==> config.mk <==
export PLATFORM = sky130hd
export DESIGN_NAME = rf_requester
export DESIGN_NICKNAME = d
export VERILOG_FILES = /design/src/rtl/rf_requester.sv
export SDC_FILE = /design/constraint.sdc
export NUM_CORES = 1
export LEC_CHECK = 0
export ABC_AREA = 1
export BUFFER_PORTS_ARGS = -buffer_cell sky130_fd_sc_hd__buf_2
export CORE_UTILIZATION = 48
export DETAILED_ROUTE_END_ITERATION = 10
export PLACE_DENSITY = 0.88
export SYNTH_ARGS = -nofsm -noshare
export SYNTH_HDL_FRONTEND = slang
export SYNTH_SLANG_ARGS = --single-unit
==> constraint.sdc <==
create_clock -name clk -period 6.02 [get_ports clk]
set_input_delay 1.204 -clock clk [delete_from_list [all_inputs] [get_ports clk]]
set_output_delay 1.204 -clock clk [all_outputs]
set_load 0.03 [all_outputs]
==> src/rtl/rf_requester.sv <==
// Register-file command initiator: arbitrates write-back and decode requests,
// issues one RF command per accepted request and returns read operands to decode.
`timescale 1ns/1ps
`ifndef RF_NOP
`define RF_NOP   2'b00
`endif
`ifndef RF_READ
`define RF_READ  2'b01
`endif
`ifndef RF_WRITE
`define RF_WRITE 2'b10
`endif

module rf_requester #(
  parameter int LEN   = 32,
  parameter int CNT_W = 16
) (
  input  logic             clk,
  input  logic             rst,
  input  logic             rdy_in,
  input  logic             rd_req_valid,
  input  logic [4:0]       rd_rs1,
  input  logic [4:0]       rd_rs2,
  output logic             rd_req_ready,
  output logic             rd_resp_valid,
  output logic [LEN-1:0]   rd_rs1_data,
  output logic [LEN-1:0]   rd_rs2_data,
  input  logic             wb_valid,
  input  logic [4:0]       wb_rd,
  input  logic [LEN-1:0]   wb_data,
  output logic             wb_ready,
  output logic [1:0]       rf_signal,
  output logic [4:0]       rf_rs1,
  output logic [4:0]       rf_rs2,
  output logic [4:0]       rf_rd,
  output logic [LEN-1:0]   rf_data,
  input  logic [LEN-1:0]   rf_rs1_data,
  input  logic [LEN-1:0]   rf_rs2_data,
  output logic [CNT_W-1:0] read_count,
  output logic [CNT_W-1:0] write_count
);

  typedef enum logic [1:0] {IDLE, ISSUE_W, ISSUE_R, CAPTURE} state_t;

  state_t           state_q;
  logic [1:0]       rf_signal_q;
  logic [4:0]       rf_rs1_q, rf_rs2_q, rf_rd_q;
  logic [LEN-1:0]   rf_data_q;
  logic [LEN-1:0]   rd_rs1_data_q, rd_rs2_data_q;
  logic             rd_resp_valid_q;
  logic [CNT_W-1:0] read_count_q, write_count_q;
  logic [CNT_W-1:0] read_count_d, write_count_d;
  logic             wr_acc, rd_acc;

  // Writes win arbitration so a read issued afterwards observes the new value.
  assign wb_ready      = rdy_in && (state_q == IDLE);
  assign rd_req_ready  = wb_ready && !wb_valid;
  assign wr_acc        = wb_ready && wb_valid;
  assign rd_acc        = rd_req_ready && rd_req_valid;
  assign read_count_d  = read_count_q + CNT_W'(1);
  assign write_count_d = write_count_q + CNT_W'(1);

  always_ff @(posedge clk or posedge rst) begin
    if (rst) begin
      state_q         <= IDLE;
      rf_signal_q     <= `RF_NOP;
      rf_rs1_q        <= '0;
      rf_rs2_q        <= '0;
      rf_rd_q         <= '0;
      rf_data_q       <= '0;
      rd_rs1_data_q   <= '0;
      rd_rs2_data_q   <= '0;
      rd_resp_valid_q <= 1'b0;
      read_count_q    <= '0;
      write_count_q   <= '0;
    end else if (rdy_in) begin
      rd_resp_valid_q <= 1'b0;
      case (state_q)
        IDLE: begin
          if (wr_acc) begin
            // Writes to x0 are swallowed here and never reach the register file.
            if (wb_rd != 5'd0) begin
              rf_rd_q     <= wb_rd;
              rf_data_q   <= wb_data;
              rf_signal_q <= `RF_WRITE;
              state_q     <= ISSUE_W;
            end
          end else if (rd_acc) begin
            rf_rs1_q    <= rd_rs1;
            rf_rs2_q    <= rd_rs2;
            rf_signal_q <= `RF_READ;
            state_q     <= ISSUE_R;
          end
        end
        ISSUE_W: begin
          rf_signal_q   <= `RF_NOP;
          write_count_q <= write_count_d;
          state_q       <= IDLE;
        end
        ISSUE_R: begin
          rf_signal_q <= `RF_NOP;
          state_q     <= CAPTURE;
        end
        CAPTURE: begin
          rd_rs1_data_q   <= (rf_rs1_q == 5'd0) ? '0 : rf_rs1_data;
          rd_rs2_data_q   <= (rf_rs2_q == 5'd0) ? '0 : rf_rs2_data;
          rd_resp_valid_q <= 1'b1;
          read_count_q    <= read_count_d;
          state_q         <= IDLE;
        end
        default: begin
          rf_signal_q <= `RF_NOP;
          state_q     <= IDLE;
        end
      endcase
    end
  end

  assign rf_signal     = rf_signal_q;
  assign rf_rs1        = rf_rs1_q;
  assign rf_rs2        = rf_rs2_q;
  assign rf_rd         = rf_rd_q;
  assign rf_data       = rf_data_q;
  assign rd_rs1_data   = rd_rs1_data_q;
  assign rd_rs2_data   = rd_rs2_data_q;
  assign rd_resp_valid = rd_resp_valid_q;
  assign read_count    = read_count_q;
  assign write_count   = write_count_q;

endmodule

After elaboration in Yosys (flattened, before gate mapping)
Cells that the tools add are included.
{ "word_totals": {"reg_bits": 148, "input_bits": 116, "out_inout_bits": 148, "elab_cells": 48} }
{ "op_classes": {"addsub": 2, "n_eq_ne": 5, "mux": 11, "bitwise": 1, "reduce_logical": 18} }
{ "ops": {"columns": ["operator", "count"], "rows": [
  ["32-bit two-way mux", 2],
  ["16-bit by 1-bit adder with 16-bit output (second input constant)", 2],
  ["2-bit two-way mux", 6],
  ["4-bit AND reduction", 3],
  ["5-bit logical NOT", 2],
  ["2-bit one-hot mux with 3 select lines", 1],
  ["5-bit nonzero test", 1],
  ["2-bit == test (second input constant)", 2],
  ["1-bit logical AND", 4],
  ["2-bit one-hot mux with 2 select lines", 1],
  ["2-bit AND reduction", 2],
  ["2-bit OR reduction", 2],
  ["3-bit by 2-bit != test with 1-bit output (second input constant)", 1],
  ["3-bit != test (second input constant)", 1],
  ["3-bit AND reduction", 1],
  ["2-bit by 1-bit == test with 1-bit output (second input constant)", 1],
  ["2-bit logical NOT", 1],
  ["2-bit nonzero test", 1],
  ["1-bit logical NOT", 1],
  ["1-bit two-way mux", 1],
  ["1-bit NOT", 1]
]} }

Depth between registers and ports, before layout
{ "logic_depth": {"word_depth": 7, "mapped_depth": 10} }

Least setup slack after synthesis
No wires, ideal clock.
{ "synth_timing": {"path_kind": "input -> output", "startpoint": "in rdy_in", "endpoint": "out rd_req_ready", "arrival_time_ns": 1.597, "required_ns": 4.816, "path_slack_ns": 3.219, "stages": 3, "path_buffers": 1, "path_cell_list": "buf_6 -> nand2_4 -> nor2_4"} }
{ "synth_between": {"elab_chain_len": 2} }
{ "synth_lines": {"columns": ["element", "line_no", "text"], "rows": [
  ["start, declared", "20", "input logic rdy_in,"],
  ["1-bit logical AND", "56", "assign wb_ready = rdy_in && (state_q == IDLE);"],
  ["1-bit logical AND", "57", "assign rd_req_ready = wb_ready && !wb_valid;"],
  ["end, declared", "24", "output logic rd_req_ready,"]
]} }
Every way passes these cells.

Worst setup path after layout
Ends and elaborated chain as after synthesis.

==> impl_metrics.yaml <==
final_layout:
  syn_to_final_growth_pct: 32.16
  drive_above_1_share_pct: 33.78
  num_antenna_cells: 0
  nets: 1072
  design_area_um2: 8366
critical_path:
  cp.required_ps: 4820
  cp.arrival_ps: 1840
  start_kind: "input pin"
  crit_chain: "buf_2 -> nand2_4 -> nor2_4 -> buf_2"
  crit_top_cell: "buf_2"
  cp_max_fo: 7
  reg2reg_from: "state_q[0]$_DFFE_PP0P_"
  slowest_stage: "buf_2"
  crit-reg2reg-capture: "rd_rs2_data[11]$_DFFE_PP0P_"
  max_stage_delay_ps: 220
  path_class: "input pin to output pin"
  reg2regPathDepth: 6
  reg2reg_slack_ps: 3790
  end_kind: "output pin"
yosys:
  synth_area_um2: 6330
  avgSynthCellArea_um2: 9.134
  synth_edf_count: 0
  ys.warnings.count: 0
  ys.flop_type: "dfrtp_1"
  async_reset_ff_share_pct: 100.0
  yosysUniqueCellTypes: 31
  synthCells: 693
  syn_nets: 816
  synth-seq-cells: 148
  yosysSeqAreaShare_pct: 58.51
pwr:
  power_frac_seq_pct: 34.8
  vdd_ir_drop_max_mv: 0.3400
  p_sw_share_pct: 43.57
  power_frac_comb_pct: 40.9
  p_int_mw: 2.648
  p_sw_mw: 2.044
  powerDensity_nw_per_um2: 560.9
  power.leakage_nw: 4.847
  p_clk_share_pct: 24.2
timing:
  fin_skew_ps: 7.250
  setup_viol: 0
  slew_viol_final: 0
  rsz0062_at_grt: "false"
  setup-tns-final_ps: 0
  timing.final.crit_share_pct: 50.63
  finalCriticalPeriod_ps: 3048
  hold_viol: 0
  slew_headroom_pct: 32.76
  worst_slack_ps: 2972
  max_freq_mhz: 328.1
  worst_pin_slew_ps: 1006
placed_design:
  hpwl_um: 11030
  gp_congestion: 0.7848
  place_ws_ps: 2964
  place_area_um2: 7726
  port_buffers: 263
flow_run:
  drv_cap: 0
global_routing:
  antenna_found_initial: 1
  grt_pass1_wl_um: 23740
  first_global_vias: 5048
  grt_usage_pct: 22.81
  grt_max_degree: 102
  grt_overflow: 0
cts:
  clk_pin_slew_ps: 60
  post_cts_buffers: 0
  numCtsBuffers: 17
  cts.hold.buffers_added: 0
  htreeDepth: 4
  post_cts_resized: 0
  clockRootBuffer: "clkbuf_16"
  cts_tree: "yes"
  clk_latency_ps: 420
  clock_sinks: 148
  cts_buffer_depth: 2
die:
  core-area_um2: 12720
  dieArea_um2: 13650
  io_pins: 264
  die_width_um: 116.8
  num_rows: 41
  start_util_pct: 49.75
  die_h_um: 116.8
hold_path:
  holdPathStages: 2
  hp-class: "register to register"
  min_to: "rd_rs2_data[10]$_DFFE_PP0P_"
  min_from: "rd_rs2_data[10]$_DFFE_PP0P_"
drt:
  wire_per_inst_um: 13.83
  drtPass1Iterations: 4
  wl_um: 15690
  ant_nets: 0
  remaining_drc_errors: 0
  routed_via_density: 4.877
  vias: 5531
  drt_iter0_drc: 399
status:
  status: "completed"
==> cell usage in the layout (no fill, tap or decap), types with 2 or more instances in the layout <==
| cell | n |
|---|---|
| nand2_2 | 2 |
| xor2_1 | 14 |
| nor2_4 | 4 |
| xnor2_1 | 7 |
| ha_1 | 7 |
| nor3_1 | 4 |
| nand2_4 | 3 |
| nor2_1 | 24 |
| clkbuf_16 | 17 |
| o21ai_0 | 18 |
| inv_6 | 4 |
| dfrtp_1 | 148 |
| o21ai_1 | 23 |
| nand2_1 | 235 |
| nand4_1 | 5 |
| nor2_2 | 3 |
| buf_2 | 263 |
| clkinvlp_4 | 3 |
| buf_4 | 3 |
| clkinv_4 | 3 |
| inv_1 | 66 |
| nand3b_1 | 4 |
| nand3_1 | 77 |
| bufinv_16 | 4 |
| mux2_2 | 10 |
==> kinds of logic after synthesis <==
logic type | share of synthesized area [%]
AOI/OAI and AO/OA | 3.815
xor gates and xnor gates | 2.906
adders and majority gates | 1.384
buffers and inverters | 6.721
DFF | 58.51
muxes | 1.779
and+or+nand+nor | 24.89
==> synthesized netlist by cell type (3+ instances only) <==
library cell,count,area [µm²]
nand2_1,235,882.1
dfrtp_1,148,3704
nand3_1,77,385.4
inv_1,68,255.2
nor2_1,24,90.09
o21ai_1,23,115.1
o21ai_0,18,90.09
xor2_1,14,122.6
buf_2,10,50.05
mux2_2,10,112.6
clkbuf_1,8,30.03
ha_1,7,87.58
xnor2_1,7,61.31
buf_6,6,67.56
nand4_1,5,31.28
buf_1,4,15.01
nand3b_1,4,30.03
nor2_4,4,45.04
nor3_1,4,20.02
nand2_4,3,33.78
nor2_2,3,18.77
==> per-stage QoR <==
step                      power, mW  utilization [%]  hold slack (ps)  instances
final                         4.692            65.76            472.9       1134
after global routing          4.960            65.76            489.0       1134
after CTS                     4.719            65.76            476.3       1134
after detailed placement      3.569            60.73            459.8       1102
after global placement        3.504            60.73            455.7       1102
after floorplan               2.967                -            490.2        693
==> cell type report <==
cell class / instances / area (µm²)
inverters: 68 / 260.3
multi-input cells: 448 / 2208
clock buffers: 18 / 439.2
well taps: 172 / 215.2
clock inverters: 14 / 200.2
repair buffers: 266 / 1339
flip-flops and latches: 148 / 3704
fillers: 1049 / 4357
==> per-layer routing <==
metal / part of all wire [%] / up-vias / GRT usage [%]
li1: - / 2684 / -
met1: 41 / 2574 / 28.46
met2: 50 / 220 / 37.44
met3: 5.7 / 51 / 5.201
met4: 3.5 / 2 / 11.56
met5: 0.083 / - / 0
==> sequential cells by signal, indices dropped and copies added, names as in the netlist <==
| register | flops |
|---|---|
| read_count | 16 |
| rd_rs1_data | 32 |
| rf_rs1 | 5 |
| rd_resp_valid | 1 |
| rf_rs2 | 5 |
| rf_data | 32 |
| rf_rd | 5 |
| rf_signal | 2 |
| state_q | 2 |
| write_count | 16 |
| rd_rs2_data | 32 |
==> power by group through the flow <==
stage,clock [mW],combinational (mW),sequential (mW)
final,1.14,1.92,1.63
after global routing,1.20,2.08,1.69
after CTS,1.15,1.94,1.63
after detailed placement,0,1.94,1.63
after global placement,0,1.88,1.63
after floorplan,0,0.564,2.40
==> worst max path at each step <==
stage,start,end,slack (ps),cells past startpoint
floorplan,rst,rd_resp_valid$_DFFE_PP0P_,840,1
global placement,rdy_in,rd_req_ready,2980,4
detailed placement,rdy_in,rd_req_ready,2960,4
CTS,rdy_in,rd_req_ready,2960,4
global route,rdy_in,rd_req_ready,2930,4
finish,rdy_in,rd_req_ready,2970,4
==> worst max-delay path, delay by kind of cell <==
kind                   cells  cell delay, ps
buffers and inverters      2             430
and+or+nand+nor            2             210
(Power assumes the default switching activity.)
